### src/rtl/gdiv_seq.sv
// Run controller for the unary saturating-counter divider: operand handshake,
// bitstream generation, warm-up and fixed-length measurement of the quotient stream.
module gdiv_seq #(
    parameter int WIDTH   = 4,
    parameter int LEN_LOG = 8,
    parameter int WARM    = 16
) (
    input  logic               clk,
    input  logic               rst,
    input  logic               start,
    input  logic [WIDTH-1:0]   dividend_bin,
    input  logic [WIDTH-1:0]   divisor_bin,
    output logic               busy,
    output logic               done,
    output logic               err,
    output logic [LEN_LOG:0]   quotient_bin
);

    generate
        if (!(WIDTH == 4 || WIDTH == 8)) begin : g_bad_width
            $error("gdiv_seq: WIDTH must be 4 or 8");
        end
        if (LEN_LOG < WIDTH || WARM < 1 || WARM > (1 << LEN_LOG)) begin : g_bad_len
            $error("gdiv_seq: illegal LEN_LOG/WARM");
        end
    endgenerate

    // Feedback taps: x^4+x^3+1 -> bits 3,2; x^8+x^6+x^5+x^4+1 -> bits 7,5,4,3
    localparam int                 TAPS_I    = (WIDTH == 8) ? 'hB8 : 'hC;
    localparam logic [WIDTH-1:0]   TAPS      = TAPS_I[WIDTH-1:0];
    localparam logic [WIDTH-1:0]   C_MID     = {1'b1, {(WIDTH-1){1'b0}}};
    localparam logic [WIDTH-1:0]   LFSR_SEED = {{(WIDTH-1){1'b0}}, 1'b1};
    localparam logic [LEN_LOG:0]   Q_SAT     = {1'b1, {LEN_LOG{1'b0}}};
    localparam logic [LEN_LOG-1:0] WARM_LAST = LEN_LOG'(WARM - 1);

    typedef enum logic [1:0] {S_IDLE, S_WARM, S_RUN, S_DONE} state_t;

    state_t               state_q;
    logic [WIDTH-1:0]     dvd_q, dvs_q;
    logic [LEN_LOG-1:0]   ctr_q, ctr_d;
    logic [WIDTH-1:0]     lfsr_q, lfsr_d;
    logic [WIDTH-1:0]     c_q, c_d;
    logic [LEN_LOG:0]     acc_q, acc_d;
    logic                 busy_q, done_q, err_q;
    logic [LEN_LOG:0]     quot_q;

    logic [WIDTH-1:0]     rng_a, rng_b;
    logic                 bit_a, bit_b, q, inc, dec, ops_ok;

    assign rng_a = ctr_q[WIDTH-1:0];

    always_comb begin
        rng_b = '0;
        for (int i = 0; i < WIDTH; i++) rng_b[i] = ctr_q[WIDTH-1-i];
    end

    assign bit_a  = dvd_q > rng_a;
    assign bit_b  = dvs_q > rng_b;
    assign q      = c_q >= lfsr_q;
    assign inc    = bit_a;
    assign dec    = q & bit_b;
    assign ops_ok = (divisor_bin != '0) && (dividend_bin <= divisor_bin);

    // Saturating core counter: simultaneous inc/dec cancel out
    always_comb begin
        c_d = c_q;
        if (inc && !dec && c_q != '1)
            c_d = c_q + 1'b1;
        else if (dec && !inc && c_q != '0)
            c_d = c_q - 1'b1;
    end

    assign lfsr_d = {lfsr_q[WIDTH-2:0], ^(lfsr_q & TAPS)};
    assign ctr_d  = ctr_q + 1'b1;
    assign acc_d  = acc_q + (LEN_LOG+1)'(q);

    always_ff @(posedge clk) begin
        if (rst) begin
            state_q <= S_IDLE;
            dvd_q   <= '0;
            dvs_q   <= '0;
            ctr_q   <= '0;
            lfsr_q  <= LFSR_SEED;
            c_q     <= '0;
            acc_q   <= '0;
            busy_q  <= 1'b0;
            done_q  <= 1'b0;
            err_q   <= 1'b0;
            quot_q  <= '0;
        end else begin
            case (state_q)
                S_IDLE: begin
                    if (start) begin
                        if (ops_ok) begin
                            dvd_q   <= dividend_bin;
                            dvs_q   <= divisor_bin;
                            ctr_q   <= '0;
                            lfsr_q  <= LFSR_SEED;
                            c_q     <= C_MID;
                            acc_q   <= '0;
                            err_q   <= 1'b0;
                            busy_q  <= 1'b1;
                            state_q <= S_WARM;
                        end else begin
                            err_q   <= 1'b1;
                            quot_q  <= Q_SAT;
                            done_q  <= 1'b1;
                            state_q <= S_DONE;
                        end
                    end
                end
                S_WARM: begin
                    lfsr_q <= lfsr_d;
                    c_q    <= c_d;
                    if (ctr_q == WARM_LAST) begin
                        ctr_q   <= '0;
                        state_q <= S_RUN;
                    end else begin
                        ctr_q <= ctr_d;
                    end
                end
                S_RUN: begin
                    lfsr_q <= lfsr_d;
                    c_q    <= c_d;
                    ctr_q  <= ctr_d;
                    acc_q  <= acc_d;
                    if (ctr_q == '1) begin
                        quot_q  <= acc_d;
                        busy_q  <= 1'b0;
                        done_q  <= 1'b1;
                        state_q <= S_DONE;
                    end
                end
                S_DONE: begin
                    done_q  <= 1'b0;
                    state_q <= S_IDLE;
                end
                default: state_q <= S_IDLE;
            endcase
        end
    end

    assign busy         = busy_q;
    assign done         = done_q;
    assign err          = err_q;
    assign quotient_bin = quot_q;

endmodule
### config.mk
export PLATFORM = sky130hd
export DESIGN_NAME = gdiv_seq
export DESIGN_NICKNAME = d
export VERILOG_FILES = /design/src/rtl/gdiv_seq.sv
export SDC_FILE = /design/constraint.sdc
export NUM_CORES = 1
export LEC_CHECK = 0
export BUFFER_PORTS_ARGS = -buffer_cell sky130_fd_sc_hd__buf_2
export CORE_AREA = 5 5 110 112
export CTS_CLUSTER_DIAMETER = 100
export CTS_CLUSTER_SIZE = 28
export DETAILED_ROUTE_END_ITERATION = 16
export DIE_AREA = 0 0 115 117
export PLACE_DENSITY = 0.41
export SLEW_MARGIN = 0
export SYNTH_ARGS = -nofsm -noshare
export SYNTH_HDL_FRONTEND = slang
export SYNTH_SLANG_ARGS = --single-unit
export TNS_END_PERCENT = 1
### constraint.sdc
create_clock -name clk -period 3.1 [get_ports clk]
set_input_delay 0.155 -clock clk [delete_from_list [all_inputs] [get_ports clk]]
set_output_delay 0.155 -clock clk [all_outputs]
set_load 0.05 [all_outputs]
==> results.cfg, run 1 <==
[synthesis]
synthXorXnorAreaFrac_pct = 4.614
synth_area_per_cell_um2 = 8.228
synth_fa_ha_area_share_pct = 12.52
syn_nets = 360
ys_seq_area_share_pct = 35.40
ys_ff_latch = 47
synth_enable_flop_cells = 0
syn_inst = 323
muxShareOfSynthArea_pct = 3.013
synthSimpleGateAreaFrac_pct = 21.75
synth_cell_type_count = 48
synth_top_family_by_area = simple AND/OR/NAND/NOR gates
synth_area_um2 = 2658
async_reset_ff_share_pct = 0
synth-compound-area-share_pct = 17.14
synth_warnings = 0
synth_ff_type = dfxtp_1

[routing]
totalWireLength_um = 6370
drc = 0
first_pass_iters = 4
drt_iter0_drc = 70
detail_route.wl_per_cell_um = 12.95
ant_nets = 0
dr_total_vias = 2224
vias_per_cell = 4.520

[critical_path]
crit_buf_inv = 1
required_ns = 3.32
crit_path_max_incr_delay_ns = 0.45
worstSetupPathType = reg2reg
path_max_fanout = 5
worstSetupEndpointType = flop
crit_family = compound AO/OA/AOI/OAI gates
crit_slowest_cell = a311o_2
arrival_ns = 3.10
cp_cell_sequence = inv_1, ha_1, nand2b_4, a2111oi_4, a21oi_2, a311o_2, ha_1, a21o_1, a21oi_1, xnor2_1, a41o_1, a21oi_1
worst_setup_path_start_kind = flop

[sta]
max_freq_mhz = 347.9
setup_viol = 0
fin_crit_sh_pct = 92.72
slew_violations = 0
relSlewSlack_pct = 62.98
finalSetupTns_ns = 0
hold_viol_final = 0
min_period_ns = 2.874
tightest_slew_ns = 0.5532
fin_skew_ns = 0.002443
worst_slack_ns = 0.2257

[clocking]
postCtsHoldBufs = 0
cts.clk_slew.worst_paths_ns = 0.07
cts_max_path_buffers = 2
clock_latency_ns = 0.29
cts_tree = done
h-tree-depth = 2
cts_num_sinks = 47
numCtsBuffers = 5
clock-root-buffer = clkbuf_16

[power_and_ir_drop]
leakage_uw = 0.001248
powerDensity_nw_per_um2 = 842.6
irDropWorstVdd_uv = 275.8

[layout]
fin_nets = 385
drive_gt1_share_pct = 13.47
layout_commonest_cell = dfxtp_1
multi_input_area_um2 = 1570
area_delta_synth_final_pct = 18.03
fillers = 1216
antenna_cells = 0
mostFrequentLayoutCells = dfxtp_1 (46), nand2_1 (36), a21oi_1 (35)
stdcell_count = 492
final_area_um2 = 3137
register_area_um2 = 942.2

[place]
dpl-instance-area_um2 = 2942
pre_cts_ws_ns = 0.2043
dp_hpwl_um = 4800
gp_congestion = 0.7543
port_buffers = 22
placed_cells = 482

[floorplan]
die_h_um = 117
core.rowCount = 39
die-area_um2 = 13460
initial_core_util_pct = 23.89
core_area_um2 = 11130
die_w_um = 115
boundaryPins = 23

[global_route]
grt-ovfl-total = 0
grt_usage_pct = 10.15
grt_pass1_vias = 2180
antenna_found_initial = 0
grt_max_degree = 40
grt_pass1_wl_um = 10940

[status]
outcome = complete, no violations

[run]
maxCapViolations = 0

[worst_hold_path]
hold_path.class = in2reg
[final timing paths]
kind | start | to | slack [ns] | cells after the start
max | c_q[0] | c_q[3] | 0.23 | 12
min | dividend_bin[0] | dvd_q[0] | 0.11 | 3
max reg2reg | c_q[0] | c_q[3] | 0.23 | 12
min reg2reg | quotient_bin[6] | quotient_bin[6] | 0.45 | 2
[power by group]
group	switching, µW	internal (µW)
registers	63.4	687
clock network	238	406
logic	749	501
total	1050	1590
[sequential cells by signal, indices dropped and copies added, names as in the netlist, 2 cells and up]
| name | flops |
|---|---|
| dvd_q | 4 |
| acc_q | 9 |
| lfsr_q | 4 |
| dvs_q | 4 |
| c_q | 4 |
| ctr_q | 8 |
| state_q | 2 |
| quotient_bin | 9 |
[per-stage QoR]
step	utilization [%]	hold WS (ns)	total power, µW
2_1_floorplan	-	0.2625	1690
3_3_place_gp	26.44	0.4009	1990
3_5_place_dp	26.44	0.4181	1998
4_1_cts	28.04	0.1029	2660
5_1_grt	28.19	0.1336	2862
6_report	28.19	0.1089	2643
[cell usage after synthesis, drive strengths merged, types with 2 or more instances]
cell type	count	area, µm²
a2111oi	2	55.05
a211oi	4	30.03
a21o	2	15.01
a21oi	36	183.9
a31oi	3	18.77
and3	4	25.02
buf	5	23.77
clkbuf	7	26.28
dfxtp	47	940.9
ha	25	312.8
inv	25	93.84
mux2i	8	80.08
nand2	36	135.1
nand2b	5	38.78
nand3	17	85.08
nand4	2	12.51
nor2	33	123.9
nor2b	3	21.27
nor3	8	45.04
o21a	2	15.01
o21ai	13	65.06
or2	2	12.52
or3	2	12.51
or4	2	15.01
or4b	2	20.02
xnor2	9	78.83
xor2	5	43.79
[worst min-delay path: stages]
cell,delay [ns]
buf_2,0.08
a21oi_1,0.05
nor2_1,0.07
[cells by family (layout without fill, tap and decap cells)]
family / count (synthesis) / after routing
flip-flops: 47 / 47
buffers and inverters: 38 / 64
multiplexers: 8 / 8
adder cells (fa/ha/maj): 26 / 26
XOR/XNOR: 14 / 14
AO/OA/AOI/OAI: 70 / 70
AND/OR/NAND/NOR: 120 / 120
[per-layer routing]
metal  vias to the layer above  GRT usage, %  wire [µm]
li1                       1167             -          -
met1                      1020         13.75       3163
met2                        28         16.36       2906
met3                         9         2.005        195
met4                         0         3.130        104
met5                         -             0          0
[layout make-up]
class	count	area share, %
timing repair buffer	30	5.425
sequential	47	30.04
clock inverter	2	1.237
multi-input combinational	238	50.06
clock buffer	6	4.428
inverter	26	3.111
tap	143	5.704
[repair_timing]
item | in CTS | in global routing
endpoints found under the setup margin | 0 | 1
resized for setup | 0 | 2
setup buffers | 0 | 2
endpoints found under the hold margin | 0 | 0
No activity file was read; power rests on OpenSTA's default activity.
==> run 2: changes to the inputs <==
--- a/config.mk
+++ b/config.mk
@@ -6,12 +6,12 @@
 export NUM_CORES = 1
 export LEC_CHECK = 0
 export BUFFER_PORTS_ARGS = -buffer_cell sky130_fd_sc_hd__buf_2
-export CORE_AREA = 5 5 110 112
+export CORE_AREA = 5 5 90 92
 export CTS_CLUSTER_DIAMETER = 100
 export CTS_CLUSTER_SIZE = 28
 export DETAILED_ROUTE_END_ITERATION = 16
-export DIE_AREA = 0 0 115 117
-export PLACE_DENSITY = 0.41
+export DIE_AREA = 0 0 95 97
+export PLACE_DENSITY = 0.56
 export SLEW_MARGIN = 0
 export SYNTH_ARGS = -nofsm -noshare
 export SYNTH_HDL_FRONTEND = slang
==> constraint.sdc (replaced) <==
create_clock -name clk -period 3.3 [get_ports clk]
set_input_delay 0.165 -clock clk [delete_from_list [all_inputs] [get_ports clk]]
set_output_delay 0.165 -clock clk [all_outputs]
set_load 0.05 [all_outputs]
==> results.cfg, run 2 (synthesis gave the netlist of run 1 again) <==
[clocking]
cts.clk_slew.worst_paths_ns = 0.09
h-tree-depth = 2
cts_setup_buffers = 0
cts_max_path_buffers = 2
cts_tree = done
clock_latency_ns = 0.31
numCtsBuffers = 5
postCtsHoldBufs = 0
cts-resized-gates = 0
cts_num_sinks = 47
clock-root-buffer = clkbuf_8

[place]
port_buffers = 22
gp_congestion = 0.7615
placed_cells = 439
dp_hpwl_um = 4360

[global_route]
grt-ovfl-total = 0
grt_pass1_wl_um = 10140
antenna_found_initial = 0
grt_pass1_vias = 2094
grt_usage_pct = 13.56
grt_max_degree = 40

[worst_hold_path]
hold_depth = 3
worstHoldEndpoint = dvd_q[0]
hold_path.class = in2reg
holdCritStartpoint = dividend_bin[0]

[critical_path]
required_ns = 3.54
worst_setup_path_start_kind = flop
timing.rr.start = c_q[0]
arrival_ns = 3.13
r2r_cells = 12
worstSetupEndpointType = flop
cp-startpoint = c_q[0]
path_max_fanout = 5
rrSetupSlack_ns = 0.40
rr_endpoint = c_q[3]
worstSetupPathType = reg2reg

[sta]
finalSetupTns_ns = 0
tightest_slew_ns = 0.5763
min_period_ns = 2.895
setup_viol = 0
max_freq_mhz = 345.4
slew_violations = 0
hold_slack_ns = 0.1015
relSlewSlack_pct = 61.44
hold_viol_final = 0
fin_skew_ns = 0.01378
rsz0062_at_grt = false
fin_crit_sh_pct = 87.73

[floorplan]
die_h_um = 97
initial_core_util_pct = 37.24
boundaryPins = 23
core_area_um2 = 7137
die_w_um = 95
core.rowCount = 31
die-area_um2 = 9215

[layout]
area_delta_synth_final_pct = 14.03
drive_gt1_share_pct = 12.64
fillers = 737
mostFrequentLayoutCells = dfxtp_1 (47), nand2_1 (36), a21oi_1 (35)
stdcell_count = 447
layout_commonest_cell = dfxtp_1
antenna_cells = 0
fin_nets = 384

[routing]
detail_route.wl_per_cell_um = 13.15
vias_per_cell = 4.969
ant_nets = 0
drt_iter0_drc = 127
first_pass_iters = 4
drc = 0
dr_total_vias = 2221
totalWireLength_um = 5877

[power_and_ir_drop]
powerDensity_nw_per_um2 = 772.9
leakage_uw = 0.001220
irDropWorstVdd_uv = 221.6

[run]
maxCapViolations = 0

[status]
outcome = complete, no violations
run 2: final cells by class:
type / instances / area [µm²] / share of cell area, %
sequential: 47 / 940.9 / 31.05
timing repair buffer: 29 / 162.7 / 5.367
clock inverter: 3 / 67.56 / 2.230
tap: 99 / 123.9 / 4.088
inverter: 26 / 97.59 / 3.220
clock buffer: 5 / 68.82 / 2.271
multi-input combinational: 238 / 1569 / 51.78
run 2: power by group:
group          leakage, µW  switching, µW  internal [µW]
Sequential        0.000381           56.3            643
Clock            0.0000644            195            302
Combinational     0.000774            697            448
Total              0.00122            948           1390
run 2: critical path, cell delays in order (launching register included):
cell	delay, ns
dfxtp_1	0.38
inv_1	0.12
ha_1	0.28
nand2b_4	0.15
a2111oi_4	0.36
a21oi_2	0.08
a311o_1	0.37
ha_1	0.31
a21o_1	0.17
a21oi_1	0.16
xnor2_1	0.10
a41o_1	0.25
a21oi_1	0.10
run 2: worst max path at each step:
stage                   to  slack, ns  cells past startpoint
floorplan           c_q[3]       0.59                     12
global placement    c_q[3]       0.49                     12
detailed placement  c_q[3]       0.42                     12
CTS                 c_q[3]       0.38                     12
global route        c_q[3]       0.19                     12
finish              c_q[3]       0.40                     12
run 2: stage by stage:
step | utilization [%] | worst slack (ns) | instance area, µm² | power [µW]
floorplan | - | 0.5873 | 2658 | 1587
global placement | 40.55 | 0.4912 | 2894 | 1846
detailed placement | 40.55 | 0.4181 | 2894 | 1857
CTS | 42.46 | 0.3849 | 3030 | 2369
global route | 42.46 | 0.1864 | 3030 | 2530
finish | 42.46 | 0.4049 | 3030 | 2342
run 2: layer usage:
metal | wire (µm) | vias to the layer above | global-route usage [%]
met4 | 50 | 0 | 2.997
met2 | 2728 | 19 | 21.69
met3 | 158 | 5 | 3.026
li1 | - | 1166 | -
met1 | 2940 | 1031 | 18.49
met5 | 0 | - | 0
==> run 3: changes to the inputs <==
--- a/config.mk
+++ b/config.mk
@@ -11,6 +11,7 @@
 export CTS_CLUSTER_SIZE = 28
 export DETAILED_ROUTE_END_ITERATION = 16
 export DIE_AREA = 0 0 95 97
+export GPL_TIMING_DRIVEN = 0
 export PLACE_DENSITY = 0.56
 export SLEW_MARGIN = 0
 export SYNTH_ARGS = -nofsm -noshare
==> constraint.sdc (replaced) <==
create_clock -name clk -period 3.3 [get_ports clk]
set_input_delay 0.165 -clock clk [delete_from_list [all_inputs] [get_ports clk]]
set_output_delay 0.165 -clock clk [all_outputs]
set_load 0.1 [all_outputs]
==> results.cfg, run 3 (synthesis gave the netlist of run 1 again) <==
[status]
outcome = complete, no violations

[floorplan]
die-area_um2 = 9215
core_area_um2 = 7137
core.rowCount = 31
boundaryPins = 23
die_h_um = 97
die_w_um = 95
initial_core_util_pct = 37.24

[sta]
finalSetupTns_ns = 0
rsz0062_at_grt = false
fin_skew_ns = 0.008787
fin_crit_sh_pct = 87.87
min_period_ns = 2.900
hold_viol_final = 0
relSlewSlack_pct = 60.73
setup_viol = 0
slew_violations = 0
tightest_slew_ns = 0.5890
max_freq_mhz = 344.9

[place]
port_buffers = 22
gp_congestion = 0.8426
dp_hpwl_um = 4589

[layout]
fin_nets = 389
drive_gt1_share_pct = 11.61
fin_util_pct = 41.81
mostFrequentLayoutCells = dfxtp_1 (47), nand2_1 (36), a21oi_1 (35)
multi_input_area_um2 = 1569
fillers = 751
antenna_cells = 0
register_area_um2 = 940.9
area_delta_synth_final_pct = 12.29
layout_commonest_cell = dfxtp_1

[global_route]
grt_usage_pct = 13.53
grt_max_degree = 17
grt_pass1_vias = 2089
grt-ovfl-total = 0
antenna_found_initial = 0
grt_pass1_wl_um = 10060

[clocking]
postCtsHoldBufs = 0
cts_setup_buffers = 0
cts-resized-gates = 0
clock-root-buffer = clkbuf_8
cts_num_sinks = 47
cts_tree = done
clock_latency_ns = 0.31
cts_max_path_buffers = 2
numCtsBuffers = 5
h-tree-depth = 2
cts.clk_slew.worst_paths_ns = 0.10

[routing]
first_pass_iters = 4
dr_wl_met2_um = 2712
drt_iter0_drc = 124
drc = 0
top_layer_used = met4
ant_nets = 0
m1WireLength_um = 2988
dr_total_vias = 2265
totalWireLength_um = 5986
wl_met3_um = 189
detail_route.wl_per_cell_um = 13.24
vias_per_cell = 5.011

[critical_path]
crit_buf_inv = 1
arrival_ns = 3.15
crit_path_max_incr_delay_ns = 0.38
path_max_fanout = 5
r2r_cells = 12
worst_setup_path_start_kind = flop
crit_slowest_cell = dfxtp_1
worstSetupPathType = reg2reg
worstSetupEndpointType = flop
path_depth = 12
required_ns = 3.55
crit_family = compound AO/OA/AOI/OAI gates
cp_cell_sequence = inv_1, ha_1, nand2b_4, a2111oi_4, a21oi_2, a311o_1, ha_1, a21o_1, a21oi_1, xnor2_1, a41o_1, a21oi_1

[worst_hold_path]
hold_depth = 3
hold_path.class = in2reg

[power_and_ir_drop]
leakage_uw = 0.001188
powerDensity_nw_per_um2 = 757.8
irDropWorstVdd_uv = 294.1

[run]
maxCapViolations = 0
==> run 3: cell types whose count changed in the layout (fill, tap and decap cells not counted) <==
cell / delta
buf_1: +1
buf_2: +4
buf_4: -7
bufinv_16: -2
clkbuf_1: +7
clkinvlp_4: +1
inv_6: +1
==> run 3: final cells by class <==
class	instances	area share, %
clock buffer	5	2.306
sequential	47	31.53
multi-input combinational	238	52.58
clock inverter	3	0.7966
buffer	12	1.677
timing repair buffer	22	3.690
tap	99	4.151
inverter	26	3.270
==> run 3: layer usage <==
layer  GRT usage (%)  vias up
li1                -     1180
met2           20.23       26
met4           4.218        0
met5               0        -
met1           19.37     1051
met3           2.638        8
==> run 3: worst register-to-register path: cells and delay by family, from the launching register on <==
kind / cells / cell delay, ns
AND/OR/NAND/NOR: 1 / 0.14
XOR/XNOR: 1 / 0.10
buffers and inverters: 1 / 0.12
AO/OA/AOI/OAI: 7 / 1.49
adder cells (fa/ha/maj): 2 / 0.60
flip-flops: 1 / 0.38
==> run 3: stage by stage <==
step / area [µm²] / setup slack, ns / hold slack (ns) / total power [µW] / std cells
after global routing: 2984 / 0.1591 / 0.1125 / 2448 / 452
after CTS: 2984 / 0.3722 / 0.09598 / 2283 / 452
after global placement: 2892 / 0.4122 / 0.4053 / 1893 / 444
after detailed placement: 2892 / 0.3943 / 0.4297 / 1909 / 444
after floorplan: 2658 / 0.5873 / 0.2725 / 1664 / 323
final: 2984 / 0.4004 / 0.1029 / 2261 / 452
==> run 3: report_power, final <==
part           internal (µW)  total, µW  leakage [µW]  switching, µW
combinational            428       1190      0.000766            765
sequential               643        701      0.000381           57.3
clock                    152        367     0.0000408            215
total                   1220       2260       0.00119           1040
==> run 3: path summary, 6_finish.rpt <==
kind | from | slack (ns) | to
worst max-delay path | c_q[0] | 0.40 | c_q[3]
worst min-delay path | dividend_bin[0] | 0.10 | dvd_q[0]
worst max register to register | c_q[0] | 0.40 | c_q[3]
worst min register to register | quotient_bin[3] | 0.45 | quotient_bin[3]
